--- src/rtl/microtile_switch_sequencer_if.sv ---
// rtl/microtile_switch_sequencer_if.sv - select request and tile gating bundle for the microtile switch sequencer
interface microtile_switch_sequencer_if #(
    parameter int NUM_TILES = 4,
    parameter int SEL_W     = 2
);
    logic [SEL_W-1:0]     sel_req;
    logic                 sel_req_valid;
    logic [SEL_W-1:0]     sel_active;
    logic [NUM_TILES-1:0] tile_clk_en;
    logic [NUM_TILES-1:0] tile_rst_n;
    logic                 out_valid;
    logic                 busy;
    logic                 switch_done;
    logic                 sel_err;

    modport master (
        output sel_req, sel_req_valid,
        input  sel_active, tile_clk_en, tile_rst_n, out_valid, busy, switch_done, sel_err
    );

    modport slave (
        input  sel_req, sel_req_valid,
        output sel_active, tile_clk_en, tile_rst_n, out_valid, busy, switch_done, sel_err
    );
endinterface

--- src/rtl/microtile_switch_sequencer.sv ---
// rtl/microtile_switch_sequencer.sv - glitch-free reset-bracketed hand-over of the shared microtile slot
module microtile_switch_sequencer #(
    parameter int NUM_TILES  = 4,
    parameter int SEL_W      = 2,
    parameter int RST_CYCLES = 4,
    parameter int GAP_CYCLES = 2
) (
    input  logic clk,
    input  logic rst,
    microtile_switch_sequencer_if.slave bus
);
    localparam int MAX_CYC = (RST_CYCLES > GAP_CYCLES) ? RST_CYCLES : GAP_CYCLES;
    localparam int CW      = $clog2(MAX_CYC + 1);
    localparam logic [CW-1:0] RST_LOAD = CW'(RST_CYCLES - 1);
    localparam logic [CW-1:0] GAP_LOAD = CW'(GAP_CYCLES - 1);

    typedef enum logic [1:0] {RUN, DRAIN, GATE, WAKE} state_t;

    state_t               state;
    logic [CW-1:0]        cnt;
    logic [SEL_W-1:0]     pending;
    logic [SEL_W-1:0]     sel_active;
    logic [NUM_TILES-1:0] tile_clk_en;
    logic [NUM_TILES-1:0] tile_rst_n;
    logic                 out_valid;
    logic                 busy;
    logic                 switch_done;
    logic                 sel_err;

    logic                 in_range;
    logic                 req_ok;
    logic [SEL_W-1:0]     pend_nxt;

    function automatic logic [NUM_TILES-1:0] onehot(input logic [SEL_W-1:0] idx);
        return NUM_TILES'(1) << idx;
    endfunction

    // A strobe on the same edge a counter expires must steer that transition,
    // so transitions use the post-latch pending value.
    assign in_range = 32'(bus.sel_req) < NUM_TILES;
    assign req_ok   = bus.sel_req_valid && in_range;
    assign pend_nxt = req_ok ? bus.sel_req : pending;

    always_ff @(posedge clk) begin
        if (rst) begin
            state       <= WAKE;
            cnt         <= RST_LOAD;
            pending     <= '0;
            sel_active  <= '0;
            tile_clk_en <= onehot('0);
            tile_rst_n  <= '0;
            out_valid   <= 1'b0;
            busy        <= 1'b1;
            switch_done <= 1'b0;
            sel_err     <= 1'b0;
        end else begin
            pending     <= pend_nxt;
            sel_err     <= bus.sel_req_valid && !in_range;
            switch_done <= 1'b0;
            case (state)
                RUN: begin
                    if (req_ok && bus.sel_req != sel_active) begin
                        state      <= DRAIN;
                        cnt        <= RST_LOAD;
                        tile_rst_n <= '0;
                        out_valid  <= 1'b0;
                        busy       <= 1'b1;
                    end
                end
                DRAIN: begin
                    if (cnt == '0) begin
                        state       <= GATE;
                        cnt         <= GAP_LOAD;
                        sel_active  <= pend_nxt;
                        tile_clk_en <= '0;
                    end else begin
                        cnt <= cnt - 1'b1;
                    end
                end
                GATE: begin
                    if (cnt == '0) begin
                        state       <= WAKE;
                        cnt         <= RST_LOAD;
                        tile_clk_en <= onehot(sel_active);
                    end else begin
                        cnt <= cnt - 1'b1;
                    end
                end
                WAKE: begin
                    if (cnt == '0) begin
                        // Woken tile is still in reset, so a redirect skips DRAIN.
                        if (pend_nxt != sel_active) begin
                            state       <= GATE;
                            cnt         <= GAP_LOAD;
                            sel_active  <= pend_nxt;
                            tile_clk_en <= '0;
                        end else begin
                            state       <= RUN;
                            tile_rst_n  <= onehot(sel_active);
                            out_valid   <= 1'b1;
                            busy        <= 1'b0;
                            switch_done <= 1'b1;
                        end
                    end else begin
                        cnt <= cnt - 1'b1;
                    end
                end
                default: state <= WAKE;
            endcase
        end
    end

    assign bus.sel_active  = sel_active;
    assign bus.tile_clk_en = tile_clk_en;
    assign bus.tile_rst_n  = tile_rst_n;
    assign bus.out_valid   = out_valid;
    assign bus.busy        = busy;
    assign bus.switch_done = switch_done;
    assign bus.sel_err     = sel_err;
endmodule

--- src/flat_wrapper.sv ---
// flat-port wrapper written by rule: the top's interface ports become plain ports
module microtile_switch_sequencer_flat 
#(
    parameter int NUM_TILES  = 4,
    parameter int SEL_W      = 2,
    parameter int RST_CYCLES = 4,
    parameter int GAP_CYCLES = 2
)
  (clk, rst, bus_sel_req, bus_sel_req_valid, bus_sel_active, bus_tile_clk_en, bus_tile_rst_n, bus_out_valid, bus_busy, bus_switch_done, bus_sel_err);
  microtile_switch_sequencer_if #(.NUM_TILES(NUM_TILES), .SEL_W(SEL_W)) bus_i ();
  input  logic clk;
  input  logic rst;
  input wire logic [$bits(bus_i.sel_req)-1:0] bus_sel_req;
  input wire logic [$bits(bus_i.sel_req_valid)-1:0] bus_sel_req_valid;
  output wire logic [$bits(bus_i.sel_active)-1:0] bus_sel_active;
  output wire logic [$bits(bus_i.tile_clk_en)-1:0] bus_tile_clk_en;
  output wire logic [$bits(bus_i.tile_rst_n)-1:0] bus_tile_rst_n;
  output wire logic [$bits(bus_i.out_valid)-1:0] bus_out_valid;
  output wire logic [$bits(bus_i.busy)-1:0] bus_busy;
  output wire logic [$bits(bus_i.switch_done)-1:0] bus_switch_done;
  output wire logic [$bits(bus_i.sel_err)-1:0] bus_sel_err;
  assign bus_i.sel_req = bus_sel_req;
  assign bus_i.sel_req_valid = bus_sel_req_valid;
  assign bus_sel_active = bus_i.sel_active;
  assign bus_tile_clk_en = bus_i.tile_clk_en;
  assign bus_tile_rst_n = bus_i.tile_rst_n;
  assign bus_out_valid = bus_i.out_valid;
  assign bus_busy = bus_i.busy;
  assign bus_switch_done = bus_i.switch_done;
  assign bus_sel_err = bus_i.sel_err;
  microtile_switch_sequencer #(.NUM_TILES(NUM_TILES), .SEL_W(SEL_W), .RST_CYCLES(RST_CYCLES), .GAP_CYCLES(GAP_CYCLES)) u_core (.clk(clk), .rst(rst), .bus(bus_i));
endmodule
--- config.mk ---
export PLATFORM = sky130hd
export DESIGN_NAME = microtile_switch_sequencer_flat
export DESIGN_NICKNAME = d
export VERILOG_FILES = /design/src/rtl/microtile_switch_sequencer_if.sv /design/src/rtl/microtile_switch_sequencer.sv /design/src/flat_wrapper.sv
export SDC_FILE = /design/constraint.sdc
export NUM_CORES = 1
export LEC_CHECK = 0
export BUFFER_PORTS_ARGS = -buffer_cell sky130_fd_sc_hd__buf_2
export CAP_MARGIN = 0
export CORE_MARGIN = 2
export CORE_UTILIZATION = 55
export CTS_BUF_LIST = sky130_fd_sc_hd__clkbuf_8
export DETAILED_ROUTE_END_ITERATION = 8
export HOLD_SLACK_MARGIN = 0.1
export PLACE_DENSITY = 0.81
export REMOVE_ABC_BUFFERS = 1
export SYNTH_ARGS = -nofsm -noshare
export SYNTH_HDL_FRONTEND = slang
export SYNTH_SLANG_ARGS = --single-unit
--- constraint.sdc ---
create_clock -name clk -period 2.3 [get_ports clk]
set_clock_uncertainty 0.05 [all_clocks]
set_input_delay 0.23 -clock clk [delete_from_list [all_inputs] [get_ports clk]]
set_output_delay 0.23 -clock clk [all_outputs]
set_load 0.005 [all_outputs]
* Word-level counts from Yosys, hierarchy flattened
Index checks and enable logic that the tools add are counted.
Word-level totals: output and inout bits 14, word-level logic and storage cells 72, register bits after elaboration 20, bits of input ports 5
Cells by class: $add $sub $neg 1, mux-type cells 35, bitwise gates (word level) 2, reductions and logical operators 12, shift operators 1, equality and inequality tests 12
Operators with widths (number):
- 2-to-1 mux 4 bit | 7
- 2-to-1 mux 2 bit | 9
- 2-to-1 mux 3 bit | 5
- case mux 3 bit (4 select lines) | 1
- case mux 4 bit (3 select lines) | 1
- AND reduction 4 bit | 3
- != test 2 x 1 -> 1 bit, second input constant | 5
- case mux 2 bit (4 select lines) | 1
- case mux 4 bit (2 select lines) | 1
- 2-to-1 mux 1 bit | 7
- AND reduction 5 bit | 1
- == test 2 bit, second input constant | 2
- != test 2 bit | 2
- case mux 1 bit (2 select lines) | 2
- case mux 2 bit (2 select lines) | 1
- nonzero test 2 bit | 2
- << shifter 1 x 2 -> 4 bit, first input constant | 1
- zero test 3 bit | 1
- != test 3 bit, second input constant | 1
- nonzero test 3 bit | 1
- OR reduction 3 bit | 1
- subtractor 3 x 1 -> 3 bit, second input constant | 1
- == test 2 x 1 -> 1 bit, second input constant | 1
- zero test 2 bit | 1
- 4 further kinds | 5

* Longest topological paths before layout
depth in word-level cells 5, mapped depth 6, depth with buffers taken out 4

* Least setup slack after synthesis
Ideal clock, no wire load.
kind register to register, start reg u_core.cnt[0], end reg u_core.cnt[0], buffers on the path 2, stages on the path, launching flop included 6, data arrival time 1.592 ns, setup slack 0.542 ns, data required time 2.134 ns, cells stage by stage dfxtp_1 > or3_2 > buf_2 > or3_1 > buf_6 > a31o_2
On the way: cells in the longest elaborated chain, start to end 3, elaborated cells on any way between the ends 8, those cells by class add/sub: 1; eq/ne: 1; mux: 4; reduce/logical: 2
RTL lines:
- start: declaration | RTL line microtile_switch_sequencer.sv:20 | logic [CW-1:0] cnt;
- start signal: assignment | RTL line microtile_switch_sequencer.sv:77 | cnt <= cnt - 1'b1;
- start signal: assignment | RTL line microtile_switch_sequencer.sv:86 | cnt <= cnt - 1'b1;
- start signal: assignment | RTL line microtile_switch_sequencer.sv:105 | cnt <= cnt - 1'b1;
- subtractor 3 x 1 -> 3 bit or zero test 3 bit (tied branches)
- 2-to-1 mux 3 bit (tied with other cells) | RTL line microtile_switch_sequencer.sv:90 | if (cnt == '0) begin
- case mux 3 bit (4 select lines) or AND reduction 2 bit (tied branches)
Parallel ways exist; a longest one is shown, timed or not. A chain may end at the register's enable or synchronous reset.

* Worst setup path after layout
start reg u_core.pending[1], end reg u_core.cnt[0]
On the way: cells in the longest elaborated chain, start to end 4
RTL lines:
- start: declaration | RTL line microtile_switch_sequencer.sv:21 | logic [SEL_W-1:0] pending;
- start signal: assignment | RTL line microtile_switch_sequencer.sv:57 | pending <= pend_nxt;
- 2-to-1 mux 2 bit | RTL line microtile_switch_sequencer.sv:42 | assign pend_nxt = req_ok ? bus.sel_req : pending;
- != test 2 bit | RTL line microtile_switch_sequencer.sv:92 | if (pend_nxt != sel_active) begin
- != test 3 bit (no line)
- AND reduction 2 bit (no line)
Every way passes these cells.

==> impl_metrics.json <==
{
  "status": "completed",
  "crit_type": "flop to flop",
  "fmax_mhz": 531.2,
  "clk_latency_ns": 0.25,
  "ctsHoldBuffers": 0,
  "irDropWorstVdd_v": 0.0003614,
  "syn_to_final_growth_pct": 11.30,
  "drive_gt1_share_pct": 22.02,
  "synth_top_family_by_area": "simple AND/OR/NAND/NOR gates",
  "finalSetupTns_ns": 0,
  "start_util_pct": 58.87,
  "fin_crit_sh_pct": 81.85,
  "via_count": 714,
  "cts_made_buffers": 3,
  "drc_errors": 0,
  "grt_pass1_vias": 589,
  "p_leak_nw": 0.4454,
  "clock-sinks": 20,
  "wl_per_cell_microns": 12.94,
  "swShare_pct": 23.60,
  "grt_pass1_wl_microns": 2539,
  "via_per_inst": 5.712,
  "root_buffer": "clkbuf_8",
  "ys_types": 36,
  "synth_compound_area_share_pct": 17.43,
  "antenna_found_initial": 0,
  "cp_max_fo": 8,
  "cts-resized-gates": 0,
  "nets": 116,
  "nFillCells": 129,
  "routabilityCongestion": 0.7654,
  "comb_power_share_pct": 11.1,
  "clock_path_buffers": 2,
  "p_int_w": 0.0005102,
  "grt.overflow.total": 0,
  "crit_arrival_ns": 1.98,
  "cts_setup_buffers": 0,
  "max-cap-violations": 0,
  "cp-start-kind": "flop",
  "synth_top_area_share_pct": 44.63,
  "cts.clk_slew.worst_paths_ns": 0.07,
  "port_buffers": 17,
  "pwr-share-clk_pct": 32.7,
  "drtAntennaViolNets": 0,
  "synth-seq-cells": 20,
  "synth_xor_area_share_pct": 2.929,
  "synthesis.yosys.warnings": 0,
  "num_rows": 14,
  "synth_simple_gate_area_share_pct": 20.36,
  "yosysSeqAreaShare_pct": 44.63,
  "final_core_util_pct": 65.52,
  "synth.area.top_cells": "dfxtp_1 (45%), mux2i_1 (6.7%), nor2_1 (3.8%)",
  "tightest_slew_ns": 0.5546,
  "syn_inst": 96,
  "fin_crit_ns": 1.883,
  "hold_class": "input port to flop",
  "core_sq_mm": 0.001524,
  "grt_max_degree": 12,
  "die_h_microns": 44.39,
  "p_per_area_mw_per_mm2": 668.8,
  "final_cell_mix": "dfxtp_1 (20), buf_2 (17), nor2_1 (9), nand2_1 (7), mux2i_1 (6)",
  "synth_top_cell_by_area": "dfxtp_1",
  "rsz0062_at_grt": "no",
  "p_switching_w": 0.0001576,
  "critPathCaptureType": "flop",
  "slew_violations": 0,
  "post_synth.cell_area_avg_sq_um": 9.345,
  "drtIter0Drc": 12,
  "synthMuxAreaShare_pct": 8.368,
  "place_hpwl_microns": 1200,
  "firstDrtPassIters": 4,
  "final_hold_viol_count": 0,
  "drt-total-wl_microns": 1618,
  "fp.dieW_microns": 44.39,
  "setup_viol": 0,
  "grt_util_all_layers_pct": 17.12,
  "max_slew_margin_pct": 62.64,
  "layout_commonest_cell": "dfxtp_1",
  "synthAdderAreaFrac_pct": 0,
  "htree_levels": 1,
  "diodes": 0,
  "ios": 19,
  "cts_tree": "yes",
  "dieArea_sq_mm": 0.001970,
  "pwr-share-seq_pct": 56.2,
  "syn_area_sq_um": 897.1,
  "crit_required_ns": 2.39
}
-- metrics by stage --
stage,setup WS [ns],hold slack [ns],cell area (sq um),power [W],instances
after detailed placement,0.2968,0.3849,957.2,0.0004562,122
final,0.4174,0.2493,998.5,0.0006678,125
after global routing,0.3639,0.2690,998.5,0.0006955,125
after CTS,0.4298,0.2453,998.5,0.0006726,125
after global placement,0.3367,0.3810,957.2,0.0004538,122
after floorplan,0.5476,0.2524,852.1,0.0004319,89
-- registers in the layout, indices dropped and copies added (netlist names) --
name,cells
u_core.pending,2
u_core.bus.switch_done,1
u_core.bus.out_valid,1
u_core.bus.sel_active,2
u_core.cnt,3
u_core.bus.busy,1
u_core.state,2
u_core.bus.tile_clk_en,4
u_core.bus.tile_rst_n,4
-- cells in the mapped netlist (all sizes together) --
library cell and instances:
a211oi 3, a21o 1, a21oi 3, a221o 2, a22oi 1, a31o 1
a32o 3, and2 3, and2b 2, buf 5, clkbuf 2, clkinv 1
conb 1, dfxtp 20, inv 1, mux2 1, mux2i 6, nand2 7
nand2b 2, nand3 5, nand3b 2, nor2 9, nor3 3, nor3b 1
o211a 1, o211ai 1, o21ai 3, o31ai 1, or3 2, xnor2 1
xor2 2
-- power groups by stage --
stage | combinational (W) | sequential (W) | clock [W]
2_1_floorplan | 0.0000517 | 0.000380 | 0
3_3_place_gp | 0.0000711 | 0.000383 | 0
3_5_place_dp | 0.0000734 | 0.000383 | 0
4_1_cts | 0.0000737 | 0.000375 | 0.000224
5_1_grt | 0.0000808 | 0.000378 | 0.000237
6_report | 0.0000739 | 0.000375 | 0.000219
-- layer usage --
| layer | vias up | routed length (microns) | track usage [%] |
|---|---|---|---|
| met2 | 11 | 720 | 27.06 |
| met4 | 0 | 0 | 3.636 |
| met5 | - | 0 | 0 |
| met1 | 339 | 842 | 24.16 |
| li1 | 364 | - | - |
| met3 | 0 | 56 | 3.673 |
-- layout make-up --
cell class / instances / area, sq um / share of cell area, %
inverters: 2 / 7.507 / 0.7519
repair buffers: 17 / 85.08 / 8.521
clock buffers: 3 / 41.29 / 4.135
flip-flops and latches: 20 / 400.4 / 40.10
multi-input cells: 67 / 444.2 / 44.49
well taps: 16 / 20.02 / 2.005
-- cells by family after synthesis --
logic type,Yosys count
AOI/OAI and AO/OA,20
xor gates and xnor gates,3
buffers and inverters,9
DFF,20
muxes,7
other,1
and+or+nand+nor,36
-- worst paths after layout --
check / from / endpoint / slack [ns] / depth (start not counted)
worst max-delay path: u_core.pending[1]$_SDFF_PP0_ / u_core.cnt[0]$_SDFFE_PP1P_ / 0.42 / 4
worst min-delay path: rst / u_core.pending[0]$_SDFF_PP0_ / 0.25 / 2
worst max register to register: u_core.pending[1]$_SDFF_PP0_ / u_core.cnt[0]$_SDFFE_PP1P_ / 0.42 / 4
worst min register to register: u_core.bus.out_valid$_SDFFE_PP0P_ / u_core.bus.out_valid$_SDFFE_PP0P_ / 0.39 / 2
-- worst max-delay path: stages (launching register included) --
cell,delay (ns)
dfxtp_1,0.30
mux2i_1,0.27
mux2_4,0.35
or3_1,0.55
a31o_2,0.27
Power figures use the tool's default switching activity.
